--- src/rtl/cmlk_mon_pkg.sv ---
// cmlk pulse monitor shared definitions.
// State encoding, counter width and small arithmetic helpers.
package cmlk_mon_pkg;

    localparam int CNT_W = 32;

    localparam logic [1:0] ST_IDLE = 2'd0;
    localparam logic [1:0] ST_ARM  = 2'd1;
    localparam logic [1:0] ST_HIGH = 2'd2;
    localparam logic [1:0] ST_LOW  = 2'd3;

    typedef enum logic [1:0] {
        IDLE = ST_IDLE,
        ARM  = ST_ARM,
        HIGH = ST_HIGH,
        LOW  = ST_LOW
    } state_t;

    function automatic logic [CNT_W:0] abs_diff(
        input logic [CNT_W-1:0] a,
        input logic [CNT_W-1:0] b
    );
        return (a >= b) ? {1'b0, a - b} : {1'b0, b - a};
    endfunction

    function automatic logic [CNT_W-1:0] sat_inc(
        input logic [CNT_W-1:0] v
    );
        return (&v) ? v : v + 1'b1;
    endfunction

endpackage

--- src/rtl/pulse_edge_sync.sv ---
// Synchronizes the raw pulse line, normalizes polarity and
// produces one-cycle rise/fall strobes of the active level.
module pulse_edge_sync #(
    parameter int SYNC_STAGES = 2,
    parameter bit ACTIVE_LOW  = 1'b0
) (
    input  logic clk,
    input  logic rst_n,
    input  logic pulse_in,
    output logic rise,
    output logic fall
);

    localparam logic IDLE_LVL = ACTIVE_LOW;

    logic [SYNC_STAGES-1:0] sync_q;
    logic                   act;
    logic                   act_d;

    assign act  = sync_q[SYNC_STAGES-1] ^ IDLE_LVL;
    assign rise = act & ~act_d;
    assign fall = ~act & act_d;

    always_ff @(posedge clk) begin
        if (!rst_n) begin
            sync_q <= {SYNC_STAGES{IDLE_LVL}};
            act_d  <= 1'b0;
        end else begin
            sync_q <= {sync_q[SYNC_STAGES-2:0], pulse_in};
            act_d  <= act;
        end
    end

endmodule

--- src/rtl/cmlk_pulse_monitor.sv ---
// Measures period and active width of an asynchronous pulse line
// and flags out-of-tolerance timing and missing pulses.
module cmlk_pulse_monitor
    import cmlk_mon_pkg::*;
#(
    parameter int SYNC_STAGES = 2,
    parameter bit ACTIVE_LOW  = 1'b0
) (
    input  logic             clk,
    input  logic             rst_n,
    input  logic             enable,
    input  logic             pulse_in,
    input  logic [CNT_W-1:0] exp_period,
    input  logic [CNT_W-1:0] exp_width,
    input  logic [15:0]      tolerance,
    input  logic [CNT_W-1:0] timeout_cycles,
    input  logic             clear,
    output logic [CNT_W-1:0] meas_period,
    output logic [CNT_W-1:0] meas_width,
    output logic             meas_valid,
    output logic             period_err,
    output logic             width_err,
    output logic             timeout,
    output logic [CNT_W-1:0] pulse_count
);

    state_t           state, state_nx;
    logic             rise, fall;
    logic [CNT_W-1:0] period_cnt, width_cnt, width_hold;
    logic             take_meas, take_d, tmo_hit;
    logic             load_cnt, hold_w, tmo_due;
    logic             p_bad, w_bad, chk;
    logic [CNT_W:0]   tol_ext;

    pulse_edge_sync #(
        .SYNC_STAGES(SYNC_STAGES),
        .ACTIVE_LOW (ACTIVE_LOW)
    ) u_sync (
        .clk     (clk),
        .rst_n   (rst_n),
        .pulse_in(pulse_in),
        .rise    (rise),
        .fall    (fall)
    );

    assign tmo_due = (timeout_cycles != '0) &&
                     (period_cnt >= timeout_cycles);

    always_comb begin
        state_nx  = state;
        take_meas = 1'b0;
        tmo_hit   = 1'b0;
        load_cnt  = 1'b0;
        hold_w    = 1'b0;
        if (!enable) begin
            state_nx = IDLE;
        end else begin
            unique case (state)
                IDLE: state_nx = ARM;
                ARM: begin
                    if (tmo_due) begin
                        tmo_hit = 1'b1;
                    end else if (rise) begin
                        load_cnt = 1'b1;
                        state_nx = HIGH;
                    end
                end
                HIGH: begin
                    if (tmo_due) begin
                        tmo_hit  = 1'b1;
                        state_nx = ARM;
                    end else if (fall) begin
                        hold_w   = 1'b1;
                        state_nx = LOW;
                    end
                end
                LOW: begin
                    if (tmo_due) begin
                        tmo_hit  = 1'b1;
                        state_nx = ARM;
                    end else if (rise) begin
                        take_meas = 1'b1;
                        load_cnt  = 1'b1;
                        state_nx  = HIGH;
                    end
                end
                default: state_nx = IDLE;
            endcase
        end
    end

    // Checks read the measurement registers updated one cycle earlier
    assign tol_ext = {{(CNT_W - 15){1'b0}}, tolerance};
    assign p_bad   = abs_diff(meas_period, exp_period) > tol_ext;
    assign w_bad   = abs_diff(meas_width, exp_width) > tol_ext;
    assign chk     = take_d & enable;

    always_ff @(posedge clk) begin
        if (!rst_n) begin
            state       <= IDLE;
            period_cnt  <= '0;
            width_cnt   <= '0;
            width_hold  <= '0;
            meas_period <= '0;
            meas_width  <= '0;
            take_d      <= 1'b0;
            meas_valid  <= 1'b0;
            period_err  <= 1'b0;
            width_err   <= 1'b0;
            timeout     <= 1'b0;
            pulse_count <= '0;
        end else begin
            state <= state_nx;
            if (!enable || state == IDLE || tmo_hit) begin
                period_cnt <= '0;
                width_cnt  <= '0;
            end else if (load_cnt) begin
                period_cnt <= 1;
                width_cnt  <= 1;
            end else begin
                period_cnt <= sat_inc(period_cnt);
                width_cnt  <= sat_inc(width_cnt);
            end
            if (hold_w) width_hold <= width_cnt;
            if (take_meas) begin
                meas_period <= period_cnt;
                meas_width  <= width_hold;
            end
            take_d     <= take_meas;
            meas_valid <= chk;
            period_err <= (chk & p_bad) | (period_err & ~clear);
            width_err  <= (chk & w_bad) | (width_err & ~clear);
            timeout    <= tmo_hit | (timeout & ~clear);
            if (take_meas)
                pulse_count <= clear ? 1 : pulse_count + 1'b1;
            else if (clear)
                pulse_count <= '0;
        end
    end

endmodule

--- config.mk ---
export PLATFORM = sky130hd
export DESIGN_NAME = cmlk_pulse_monitor
export DESIGN_NICKNAME = d
export VERILOG_FILES = /design/src/rtl/cmlk_mon_pkg.sv /design/src/rtl/pulse_edge_sync.sv /design/src/rtl/cmlk_pulse_monitor.sv
export SDC_FILE = /design/constraint.sdc
export NUM_CORES = 1
export LEC_CHECK = 0
export BUFFER_PORTS_ARGS = -buffer_cell sky130_fd_sc_hd__buf_2
export CAP_MARGIN = 20
export CELL_PAD_IN_SITES_DETAIL_PLACEMENT = 0
export CELL_PAD_IN_SITES_GLOBAL_PLACEMENT = 1
export CORE_UTILIZATION = 30
export DETAILED_ROUTE_END_ITERATION = 10
export HOLD_SLACK_MARGIN = 0.1
export PLACE_DENSITY = 0.59
export SYNTH_ARGS = -nofsm -noshare
export SYNTH_HDL_FRONTEND = slang
export SYNTH_SLANG_ARGS = --single-unit
--- constraint.sdc ---
create_clock -name clk -period 5.7 [get_ports clk]
set_input_delay 0.855 -clock clk [delete_from_list [all_inputs] [get_ports clk]]
set_output_delay 0.855 -clock clk [all_outputs]
set_load 0.05 [all_outputs]
======== Word level (Yosys, flattened, before mapping) ========
Cells that the tools add are included.
cells by class
  $add $sub $neg .......................... 7
  order comparisons ....................... 5
  equality and inequality tests ........... 7
  multiplexer cells ....................... 28
  bitwise operators ....................... 15
  reductions and logical operators ........ 15
operators by type and width
  cell                                                 count
  2-to-1 mux 32 bit                                    5
  subtractor 32 bit                                    4
  adder 32 x 1 -> 32 bit, second input constant        3
  greater-or-equal comparator 32 bit                   3
  > comparator 32 x 16 -> 1 bit                        2
  AND reduction 32 bit                                 2
  nonzero test 32 bit                                  1
  2-to-1 mux 1 bit                                     17
  2-to-1 mux 2 bit                                     5
  AND 1 bit                                            8
  case mux 2 bit (4 select lines)                      1
  != test 2 bit, second input constant                 3
  OR reduction 3 bit                                   2
  equality test 2 bit, second input constant           2
  NOT 1 bit                                            4
  AND reduction 2 bit                                  2
  OR reduction 2 bit                                   2
  != test 3 bit, second input constant                 1
  OR 1 bit                                             3
  equality test 2 x 1 -> 1 bit, second input constant  1
  zero test 2 bit                                      1
  logical OR 1 bit                                     2
  nonzero test 2 bit                                   1
  logical AND 1 bit                                    1
  zero test 1 bit                                      1
word-level totals
  bits in registers ....................... 202
  word-level logic and storage cells ...... 93

======== Logic depth before layout (Yosys ltp) ========
Gate-level depths: netlist of run 1.
  word-level depth ........................ 7
  mapped depth ............................ 26
  mapped depth without buffers ............ 23

======== Modules after synthesis ========
Synthesis of run 1 repeated with hierarchy kept, for this count alone.
second synthesis, totals
  cell total of the unflattened synthesis .. 2336
  area total of the unflattened synthesis .. 17591.9 um2
by module, submodules not included
  module              times used  cells an instance  area an instance (um2)  seq. area each (um2)
  cmlk_pulse_monitor  1           2328               17500.5                 3983.8
  pulse_edge_sync     1           8                  91.3                    60.1

======== Worst setup path before layout of run 1 ========
Ideal clock, no wire load.
  path type ............................... input-to-reg
  start ................................... input exp_period[0]
  end ..................................... register period_err
  setup time .............................. 0.140 ns
  arrival ................................. 4.888 ns
  required time ........................... 5.560 ns
  slack ................................... 0.672 ns
  stages .................................. 24
  buffers on the path ..................... 3
  path through ............................ ha_1 -> inv_1 -> fa_1 -> a21o_1 -> a221oi_4 -> a211oi_2 -> o21ai_2 -> and2_1 -> buf_4 -> buf_4 -> buf_2 -> nor2_1 -> a221oi_2 -> xnor2_1 -> ha_1 -> nand4_1 -> nor2_1 -> nand3_1 -> o32a_1 -> a22o_1 -> a221oi_1 -> o2111ai_1 -> nor4_1 -> a41oi_1
on the way
  cells in the longest elaborated chain, start to end .. 5
  elaborated cells on any way between the ends .. 7
ends and longest elaborated chain
  item                                                                            RTL line                   RTL
  from (decl)                                                                     cmlk_pulse_monitor.sv:13   input logic [CNT_W-1:0] exp_period,
  subtractor 32 bit / greater-or-equal comparator 32 bit (equally long branches)  cmlk_mon_pkg.sv:23         return (a >= b) ? {1'b0, a - b} : {1'b0, b - a};
  2-to-1 mux 32 bit *                                                             cmlk_mon_pkg.sv:23
  > comparator 32 x 16 -> 1 bit *                                                 cmlk_pulse_monitor.sv:94   assign p_bad = abs_diff(meas_period, exp_period) > tol_ext;
  AND 1 bit *                                                                     cmlk_pulse_monitor.sv:131  period_err <= (chk & p_bad) | (period_err & ~clear);
  OR 1 bit *                                                                      cmlk_pulse_monitor.sv:131
  to (signal assigned)                                                            cmlk_pulse_monitor.sv:131
  to (decl)                                                                       cmlk_pulse_monitor.sv:21   output logic period_err,
Mark *: on every way between the ends. The rest lies on a longest branch, timed or not.
A chain may end at the register's enable or synchronous reset.

======== Final worst setup path of run 1 ========
Ends and elaborated chain as after synthesis.

==> results.txt, run 1 <==
----------------------------------------------------
[Worst setup path]
  Worst endpoint required time ... 6.09 ns
  CP peak stage delay ... 0.43 ns
  Kind of end point of the critical path ... register
  Worst path slowest cell ... sky130_fd_sc_hd__and2_1
  Crit path max fanout ... 8
  Start-to-end type of the worst setup path ... primary input to register
  Startpoint class of the critical path ... primary input
  Worst setup slack for register-to-register paths ... 0.56 ns
  CP arrival ... 5.59 ns
  Cell chain of the critical path ... buf_2 -> ha_1 -> inv_1 -> fa_1 -> a21o_1 -> a221oi_4 -> a211oi_2 -> o21ai_2 -> and2_1 -> a31oi_1 -> a221oi_1 -> xnor2_1 -> ha_1 -> a211oi_1 -> o31ai_1 -> a21oi_1 -> o31ai_1 -> a22o_1 -> a221oi_1 -> o2111ai_1 -> nor4_1 -> a41oi_1

[Drt]
  Number of design rule violations left after detail routing ... 0
  Final ANT Viol Nets ... 0
  DRT iter0 DRCs ... 856
  Via count ... 16930
  DR vias/cell ... 5.18
  Post-Route WL ... 60.7 mm
  Number of detailed-routing iterations run before antenna repair ... 5
  Average routed wire per standard cell ... 18.6 um

[Synth]
  Flops & latches, synth ... 202
  Cell with the most instances after synthesis ... sky130_fd_sc_hd__nand2_1
  Post-synthesis net count ... 2604
  Asr flop ratio synth ... 0
  Cell taking the most area after synthesis ... sky130_fd_sc_hd__dfxtp_1
  Area share of the largest cell type after synthesis ... 0.230
  Synth unique cells ... 88
  Post-synthesis instance area ... 17600 sq um
  Synth Warn # ... 0
  Synth top cells by count ... sky130_fd_sc_hd__nand2_1 (274), sky130_fd_sc_hd__inv_1 (215), sky130_fd_sc_hd__dfxtp_1 (202)
  Sequential-to-total area share from yosys stat ... 0.230
  Primary flip-flop cell chosen by synthesis mapping ... sky130_fd_sc_hd__dfxtp_1
  Largest cells by area after synthesis ... sky130_fd_sc_hd__dfxtp_1 (23%), sky130_fd_sc_hd__ha_1 (14%), sky130_fd_sc_hd__nand2_1 (5.9%)
  Cells after Synth ... 2290
  Number of enable-type register cells in the synthesized netlist ... 0
  Mean Syn Cell Area ... 7.66 sq um

[CTS]
  Clock H-tree levels ... 1
  CTS tree ... done
  # Post-CTS Setup Buffers ... 0
  Sink Count ... 202
  Clock Latency Late Sink ... 0.52 ns
  Count of instances resized after the clock tree is built ... 0
  CTS clk-pin slew, worst paths ... 0.06 ns
  CTS max path bufs ... 3
  Cell chosen for the clock root ... sky130_fd_sc_hd__clkbuf_16
  Hold_buf cts ... 0
  Num CTS Buffers ... 24

[STA]
  RSZ-0062 raised after global routing ... false
  Final count of pins violating max slew ... 0
  Worst Skew ... 0.0111 ns
  Fin crit share ... 0.912
  Hold Vio Cnt, Final ... 0
  Worst slew margin ... 0.370
  Summed negative setup slack over all endpoints ... 0 ns
  Actual transition at the worst max-transition pin ... 0.935 ns
  Smallest setup slack after layout ... 0.501 ns
  Maximum clock frequency ... 192 MHz
  Final critical-path required period ... 5.20 ns
  Total setup violations reported at the end of the flow ... 0

[Global routing]
  Total grt overflow ... 0
  Vias in the first global route ... 16138
  Number of antenna violations at the first check in global routing ... 4
  First-pass GRT wire length ... 94.6 mm
  Overall global routing resource usage ... 0.199
  Maximum number of pins on one net before global-route repair ... 104

[Floorplan]
  Vertical die dimension ... 244 um
  IO Count ... 217
  Number of placement rows ... 88
  Starting Density ... 0.304
  Core footprint ... 57800 sq um
  Die Outline Area ... 59500 sq um
  Die width ... 244 um

[Pwr]
  Worst ir drop on vdd ... 0.157 mV
  Static Leak ... 8.89 nW
  Power density over the cells ... 176 nW/um^2

[Outcome]
  Result of the run ... finished, final reports clean

[Placement]
  Post-detailed-placement half-perimeter wirelength ... 49.6 mm
  Number of placed cells counting well taps ... 3225
  Worst slack, placed ... -0.0165 ns
  Port Buffers ... 216
  Weighted congestion reported at the end of routability-driven placement ... 0.924

[Layout]
  Net count reported at finish ... 2800
  Number of standard cells in the layout, taps in and fillers out ... 3270
  Area delta synth->final ... 15.5%
  Final standard cell utilization of the core ... 0.351
  Ratio of cells with drive above 1 in the final layout ... 0.147

[Run]
  Maxcap violations ... 0

[Hold path]
  Hold crit path type ... register to register

----------------------------------------------------
[metal layers]
metal / up-vias / global-route usage / wire (um)
met2: 418 / 0.297 / 25200
met3: 68 / 0.0301 / 3200
met1: 7985 / 0.295 / 30900
met4: 6 / 0.0483 / 1320
met5: - / 0 / 32
li1: 8453 / - / -
[final timing paths]
kind / startpoint / endpoint / cells after the start
min reg2reg: u_sync.sync_q[0]$_SDFF_PN0_ / u_sync.sync_q[1]$_SDFF_PN0_ / 1
max reg2reg: meas_period[0]$_SDFFE_PN0P_ / period_err$_SDFF_PN0_ / 22
min: u_sync.sync_q[0]$_SDFF_PN0_ / u_sync.sync_q[1]$_SDFF_PN0_ / 1
max: exp_period[0] / period_err$_SDFF_PN0_ / 22
[kinds of logic (layout without fill, tap and decap cells)]
group,after synthesis,after routing,synth area share
buf+inv,324,538,0.0822
fa+ha+maj,197,197,0.142
xor+xnor,126,126,0.0629
compound gates,595,595,0.232
mux,57,57,0.0327
other cells,0,1,0
simple gates,789,789,0.218
flops,202,202,0.230
[metrics by stage]
step / hold WS [ns] / power (mW) / area [sq um]
global route: 0.465 / 3.75 / 20300
finish: 0.432 / 3.58 / 20300
CTS: 0.434 / 3.63 / 20300
detailed placement: 0.420 / 2.02 / 19500
floorplan: 0.412 / 1.83 / 17600
global placement: 0.420 / 2.02 / 19500
[critical path, delay by kind of cell]
kind,cells,cell delay [ns]
xor gates and xnor gates,1,0.17
and+or+nand+nor,2,0.69
adders and majority gates,3,0.85
AOI/OAI and AO/OA,14,2.82
buffers and inverters,2,0.19
[final cells by class]
cell class                      instances  area [sq um]
Antenna cell                            1          2.50
Clock buffer                           31           698
Tap cell                              765           957
Inverter                              215           807
Fill cell                            6249         37500
Multi-Input combinational cell       1764         12100
Sequential cell                       202          4040
Clock inverter                         13           125
Timing Repair Buffer                  279          1570
[cell usage in the layout, fill, tap and decap left out, drive strengths merged, types with 7 or more instances in the layout]
| cell | synthesis | layout |
|---|---|---|
| nor3 | 25 | 25 |
| nor2 | 176 | 176 |
| o21ai | 95 | 95 |
| and2 | 18 | 18 |
| or2 | 11 | 11 |
| xnor2 | 69 | 69 |
| inv | 215 | 216 |
| dfxtp | 202 | 202 |
| a211o | 10 | 10 |
| and4 | 15 | 15 |
| nor2b | 44 | 44 |
| buf | 83 | 279 |
| a31oi | 20 | 20 |
| a2111oi | 7 | 7 |
| a211oi | 24 | 24 |
| o211ai | 21 | 21 |
| or4 | 21 | 21 |
| a21oi | 170 | 170 |
| nand2b | 19 | 19 |
| a21boi | 68 | 68 |
| o221ai | 8 | 8 |
| o31ai | 22 | 22 |
| o21a | 16 | 16 |
| clkinv | 0 | 9 |
| nand3 | 66 | 66 |
| and3 | 18 | 18 |
| nand2 | 275 | 275 |
| a221oi | 14 | 14 |
| xor2 | 57 | 57 |
| ha | 193 | 193 |
| a21o | 60 | 60 |
| nand4 | 55 | 55 |
| clkbuf | 26 | 31 |
| mux2i | 54 | 54 |
| o21bai | 13 | 13 |
| or3 | 12 | 12 |
| nor4 | 23 | 23 |
[power by group]
part / leakage (nW) / internal, mW / switching, mW
clock: 0.414 / 0.956 / 0.627
sequential: 1.63 / 1.41 / 0.00152
combinational: 6.85 / 0.234 / 0.343
total: 8.89 / 2.60 / 0.972
[sequential cells by signal, indices dropped and copies added (netlist names), 2 cells and up]
register       count
meas_period       32
meas_width        32
period_cnt        32
pulse_count       32
width_cnt         32
width_hold        32
state              2
u_sync.sync_q      2
(Power assumes the default switching activity.)
==> run 2, diff against run 1 <==
MAX_ROUTING_LAYER = met4   (was default)
==> results.txt, run 2 (synthesis results as in run 1) <==
----------------------------------------------------
[CTS]
  Num CTS Buffers ... 23
  Clock Latency Late Sink ... 0.52 ns
  # Post-CTS Setup Buffers ... 0
  Count of instances resized after the clock tree is built ... 0
  Cell chosen for the clock root ... sky130_fd_sc_hd__clkbuf_16
  Clock H-tree levels ... 1
  Hold_buf cts ... 0
  CTS clk-pin slew, worst paths ... 0.06 ns
  Sink Count ... 202
  CTS tree ... done
  CTS max path bufs ... 3

[Hold path]
  Hold crit path type ... register to register
  Number of instances on the worst hold path ... 1
  Worst hold start ... u_sync.sync_q[0]$_SDFF_PN0_
  Sink of the worst hold path ... u_sync.sync_q[1]$_SDFF_PN0_

[Pwr]
  Static Leak ... 8.91 nW
  Worst ir drop on vdd ... 0.151 mV
  Power density over the cells ... 176 nW/um^2
  Overall power consumption ... 3.58 mW

[Outcome]
  Result of the run ... finished, final reports clean

[Placement]
  Post-detailed-placement half-perimeter wirelength ... 49.8 mm
  Port Buffers ... 216
  Weighted congestion reported at the end of routability-driven placement ... 0.930
  Post-DP Area ... 19500 sq um

[Floorplan]
  Core footprint ... 57800 sq um
  Die Outline Area ... 59500 sq um
  Die width ... 244 um
  Vertical die dimension ... 244 um
  Starting Density ... 0.304
  Number of placement rows ... 88
  IO Count ... 217

[Global routing]
  Overall global routing resource usage ... 0.207
  Number of antenna violations at the first check in global routing ... 8
  Maximum number of pins on one net before global-route repair ... 104
  Total grt overflow ... 0
  First-pass GRT wire length ... 95.1 mm
  Vias in the first global route ... 16145

[Worst setup path]
  CP arrival ... 5.40 ns
  Number of cell instances on the worst register-to-register path ... 23
  Worst reg2reg path endpoint ... period_err$_SDFF_PN0_
  Cell with the most instances on the worst path ... sky130_fd_sc_hd__ha_1
  Worst setup slack for register-to-register paths ... 0.77 ns
  Kind of end point of the critical path ... register
  Crit path max fanout ... 13
  RR Startpoint ... meas_period[0]$_SDFFE_PN0P_
  Worst path slowest cell ... sky130_fd_sc_hd__fa_1
  Sum of buffers and inverters on the critical path ... 3
  CP peak stage delay ... 0.41 ns
  Start-to-end type of the worst setup path ... primary input to register
  Cell chain of the critical path ... buf_2 -> ha_1 -> inv_1 -> fa_1 -> a21o_1 -> a221oi_4 -> a211oi_2 -> o21ai_2 -> and2_1 -> buf_4 -> or3_1 -> o31ai_1 -> xnor2_1 -> ha_1 -> nand2_1 -> nor2_1 -> nand3_1 -> o32a_1 -> a22o_1 -> a221oi_1 -> o2111ai_1 -> nor4_1 -> a41oi_1
  Kind of cell adding the most delay to the critical path ... compound AO/OA/AOI/OAI gates
  Startpoint class of the critical path ... primary input
  Worst endpoint required time ... 6.08 ns

[Layout]
  Net count reported at finish ... 2807
  Fillers ... 6108
  Post-route standard cell area excluding fillers ... 20300 sq um
  Ratio of cells with drive above 1 in the final layout ... 0.149
  Highest-count cells in the layout ignoring fill and taps ... sky130_fd_sc_hd__nand2_1 (274), sky130_fd_sc_hd__buf_2 (216), sky130_fd_sc_hd__inv_1 (215), sky130_fd_sc_hd__dfxtp_1 (202), sky130_fd_sc_hd__ha_1 (193)
  Multi-input logic area ... 12100 sq um
  Area taken by flip-flops and latches ... 4040 sq um
  Area delta synth->final ... 15.9%
  Leading cell type in the layout, fill and taps excluded ... sky130_fd_sc_hd__nand2_1

[STA]
  Actual transition at the worst max-transition pin ... 0.922 ns
  Maximum clock frequency ... 199 MHz
  RSZ-0062 raised after global routing ... false
  Total setup violations reported at the end of the flow ... 0
  Hold Vio Cnt, Final ... 0
  Fin crit share ... 0.881
  Worst Skew ... 0.00997 ns
  Final count of pins violating max slew ... 0
  Worst slew margin ... 0.379
  Summed negative setup slack over all endpoints ... 0 ns
  Final critical-path required period ... 5.02 ns

[Drt]
  Average routed wire per standard cell ... 18.7 um
  Via count ... 16857
  Post-Route WL ... 61.4 mm
  Number of detailed-routing iterations run before antenna repair ... 5
  Final ANT Viol Nets ... 0
  DR vias/cell ... 5.13
  DRT iter0 DRCs ... 1093
  Number of design rule violations left after detail routing ... 0

[Run]
  Maxcap violations ... 0

----------------------------------------------------
run 2: cell types whose count changed in the layout (fill, tap and decap cells not counted), sizes merged:
cell and change:
inv +1, buf +8, diode +7, bufinv +1, clkinvlp +1, clkinv -5
run 2: per-stage QoR:
stage	instances	util	worst slack, ns	hold WS [ns]
floorplan	2290	-	0.672	0.412
global placement	3233	0.338	0.176	0.419
CTS	3275	0.352	0.693	0.454
global route	3283	0.352	0.234	0.478
finish	3283	0.352	0.677	0.447
detailed placement	3233	0.338	0.153	0.440
run 2: final cells by class:
class,count,area share
antenna,8,0.000984
clock buffer,31,0.0327
clock inverter,11,0.00720
inverter,215,0.0397
multi-input combinational,1764,0.594
sequential,202,0.199
tap,765,0.0471
timing repair buffer,287,0.0800
run 2: power breakdown:
part	leakage, nW	switching (mW)	internal (mW)
logic	6.89	0.347	0.236
registers	1.63	0.00159	1.41
clock network	0.397	0.626	0.960
total	8.91	0.974	2.61
run 2: worst max path at each step:
stage / start / end / slack (ns) / cells past startpoint
3_5_place_dp: exp_period[0] / period_err$_SDFF_PN0_ / 0.15 / 22
4_1_cts: exp_period[0] / period_err$_SDFF_PN0_ / 0.69 / 22
3_3_place_gp: exp_period[0] / period_err$_SDFF_PN0_ / 0.18 / 23
6_report: exp_period[0] / period_err$_SDFF_PN0_ / 0.68 / 23
2_1_floorplan: exp_period[0] / period_err$_SDFF_PN0_ / 0.67 / 24
5_1_grt: exp_width[0] / width_err$_SDFF_PN0_ / 0.23 / 23
run 2: layer usage:
layer	vias to the layer above	share of wire	track usage
met1	7936	0.52	0.302
met5	-	0	-
met2	409	0.41	0.299
met3	70	0.050	0.0271
li1	8442	-	-
met4	0	0.021	0.0493
==> run 3, diff against run 2 <==
CELL_PAD_IN_SITES_GLOBAL_PLACEMENT = 2   (was 1)
PLACE_DENSITY = 0.72   (was 0.59)
RECOVER_POWER = 50   (was default)
==> results.txt, run 3 (synthesis results as in run 1) <==
----------------------------------------------------
[Outcome]
  Result of the run ... finished with violations
  Violations in the final reports ... capacitance limit, slew limit

[Global routing]
  Total grt overflow ... 0
  Busiest metal layer after global routing ... met2
  Overall global routing resource usage ... 0.210
  First-pass GRT wire length ... 96.3 mm
  Met3 Use GR ... 0.0224
  Number of antenna violations at the first check in global routing ... 4
  Grt met1 use ... 0.305
  Vias in the first global route ... 16311
  Maximum number of pins on one net before global-route repair ... 104
  Met2 Use GR ... 0.309

[CTS]
  Clock H-tree levels ... 1
  CTS clk-pin slew, worst paths ... 0.06 ns
  Count of instances resized after the clock tree is built ... 0
  CTS tree ... done
  Clock Latency Late Sink ... 0.53 ns
  Cell chosen for the clock root ... sky130_fd_sc_hd__clkbuf_16
  # Post-CTS Setup Buffers ... 0
  Sink Count ... 202
  Num CTS Buffers ... 24
  Hold_buf cts ... 0
  CTS max path bufs ... 3

[STA]
  Maximum clock frequency ... 196 MHz
  Worst Skew ... 0.0181 ns
  Total setup violations reported at the end of the flow ... 0
  Summed negative setup slack over all endpoints ... 0 ns
  Actual transition at the worst max-transition pin ... 3.88 ns
  Fin crit share ... 0.897
  Fin Hold WS ... 0.431 ns
  Hold Vio Cnt, Final ... 0
  RSZ-0062 raised after global routing ... false
  Final critical-path required period ... 5.11 ns
  Worst slew margin ... -1.59
  Smallest setup slack after layout ... 0.590 ns
  Final count of pins violating max slew ... 152

[Layout]
  Number of standard cells in the layout, taps in and fillers out ... 3270
  Area taken by flip-flops and latches ... 4040 sq um
  Fillers ... 6269
  Area delta synth->final ... 14.3%
  Post-route standard cell area excluding fillers ... 20100 sq um
  Highest-count cells in the layout ignoring fill and taps ... sky130_fd_sc_hd__nand2_1 (274), sky130_fd_sc_hd__inv_1 (215), sky130_fd_sc_hd__dfxtp_1 (202), sky130_fd_sc_hd__ha_1 (193), sky130_fd_sc_hd__nor2_1 (175)
  Net count reported at finish ... 2800
  Leading cell type in the layout, fill and taps excluded ... sky130_fd_sc_hd__nand2_1
  Ratio of cells with drive above 1 in the final layout ... 0.104
  Final standard cell utilization of the core ... 0.347
  Multi-input logic area ... 12100 sq um

[Worst setup path]
  Crit path max fanout ... 9
  RR Startpoint ... meas_period[0]$_SDFFE_PN0P_
  Number of cell instances on the worst register-to-register path ... 22
  Worst endpoint required time ... 6.08 ns
  Launching element of the worst setup path ... exp_period[4]
  Kind of end point of the critical path ... register
  CP arrival ... 5.49 ns
  Start-to-end type of the worst setup path ... primary input to register
  Startpoint class of the critical path ... primary input

[Placement]
  Number of placed cells counting well taps ... 3225
  Post-detailed-placement half-perimeter wirelength ... 50.7 mm
  Port Buffers ... 216
  Worst slack, placed ... 0.124 ns
  Post-DP Area ... 19500 sq um
  Weighted congestion reported at the end of routability-driven placement ... 0.921

[Pwr]
  Static Leak ... 8.40 nW
  Overall power consumption ... 3.46 mW
  Worst ir drop on vdd ... 0.165 mV
  Power density over the cells ... 172 nW/um^2

[Drt]
  Post-Route WL ... 62.0 mm
  Number of detailed-routing iterations run before antenna repair ... 6
  Via count ... 16832
  Average routed wire per standard cell ... 19.0 um
  DR vias/cell ... 5.15
  DRT iter0 DRCs ... 1012
  Final ANT Viol Nets ... 0
  Number of design rule violations left after detail routing ... 0

[Floorplan]
  Core footprint ... 57800 sq um
  Die Outline Area ... 59500 sq um
  Number of placement rows ... 88
  IO Count ... 217
  Starting Density ... 0.304
  Die width ... 244 um
  Vertical die dimension ... 244 um

[Hold path]
  Hold crit path type ... register to register
  Worst hold start ... u_sync.sync_q[0]$_SDFF_PN0_
  Number of instances on the worst hold path ... 1

[Run]
  Maxcap violations ... 3

----------------------------------------------------
==> run 3: changes by cell type in the layout (fill, tap and decap cells not counted), moves of 2 or more <==
cell                        delta
sky130_fd_sc_hd__buf_4         -9
sky130_fd_sc_hd__bufinv_16     -3
sky130_fd_sc_hd__buf_2       -102
sky130_fd_sc_hd__inv_6         -2
sky130_fd_sc_hd__and2_0        +2
sky130_fd_sc_hd__diode_2       -6
sky130_fd_sc_hd__clkinv_2      +4
sky130_fd_sc_hd__and2_1        -2
sky130_fd_sc_hd__clkbuf_1    +104
==> run 3: path summary, 6_finish.rpt <==
| kind | endpoint | slack, ns |
|---|---|---|
| worst min register to register | u_sync.sync_q[1]$_SDFF_PN0_ | 0.43 |
| worst max register to register | period_err$_SDFF_PN0_ | 0.62 |
| worst min-delay path | u_sync.sync_q[1]$_SDFF_PN0_ | 0.43 |
| worst max-delay path | period_err$_SDFF_PN0_ | 0.59 |
==> run 3: area by class of cell <==
type,instances,share of cell area
Tap cell,765,0.0477
Antenna cell,2,0.000249
Clock inverter,11,0.00374
Clock buffer,32,0.0339
Inverter,215,0.0402
Multi-Input combinational cell,1764,0.601
Sequential cell,202,0.202
Timing Repair Buffer,279,0.0715
==> run 3: critical path, stage by stage <==
cell,delay (ns)
sky130_fd_sc_hd__buf_2,0.13
sky130_fd_sc_hd__inv_1,0.05
sky130_fd_sc_hd__ha_1,0.40
sky130_fd_sc_hd__a21o_1,0.29
sky130_fd_sc_hd__a221oi_4,0.40
sky130_fd_sc_hd__a211oi_2,0.14
sky130_fd_sc_hd__o21ai_2,0.23
sky130_fd_sc_hd__and2_1,0.27
sky130_fd_sc_hd__a31oi_1,0.16
sky130_fd_sc_hd__a221oi_1,0.37
sky130_fd_sc_hd__xnor2_1,0.19
sky130_fd_sc_hd__ha_1,0.30
sky130_fd_sc_hd__a211oi_1,0.25
sky130_fd_sc_hd__o31ai_1,0.11
sky130_fd_sc_hd__a21oi_1,0.17
sky130_fd_sc_hd__o31ai_1,0.10
sky130_fd_sc_hd__a22o_1,0.23
sky130_fd_sc_hd__a221oi_1,0.21
sky130_fd_sc_hd__o2111ai_1,0.15
sky130_fd_sc_hd__nor4_1,0.32
sky130_fd_sc_hd__a41oi_1,0.15
==> run 3: report_power, final <==
part | internal [mW] | switching [mW] | total, mW
clock network | 0.841 | 0.617 | 1.46
logic | 0.236 | 0.347 | 0.582
registers | 1.41 | 0.00156 | 1.42
total | 2.49 | 0.965 | 3.46
==> run 3: layer usage <==
| metal | part of all wire | wire (um) |
|---|---|---|
| met1 | 0.52 | 32000 |
| met4 | 0.015 | 940 |
| met5 | 0 | 0 |
| met3 | 0.045 | 2820 |
| met2 | 0.42 | 26300 |
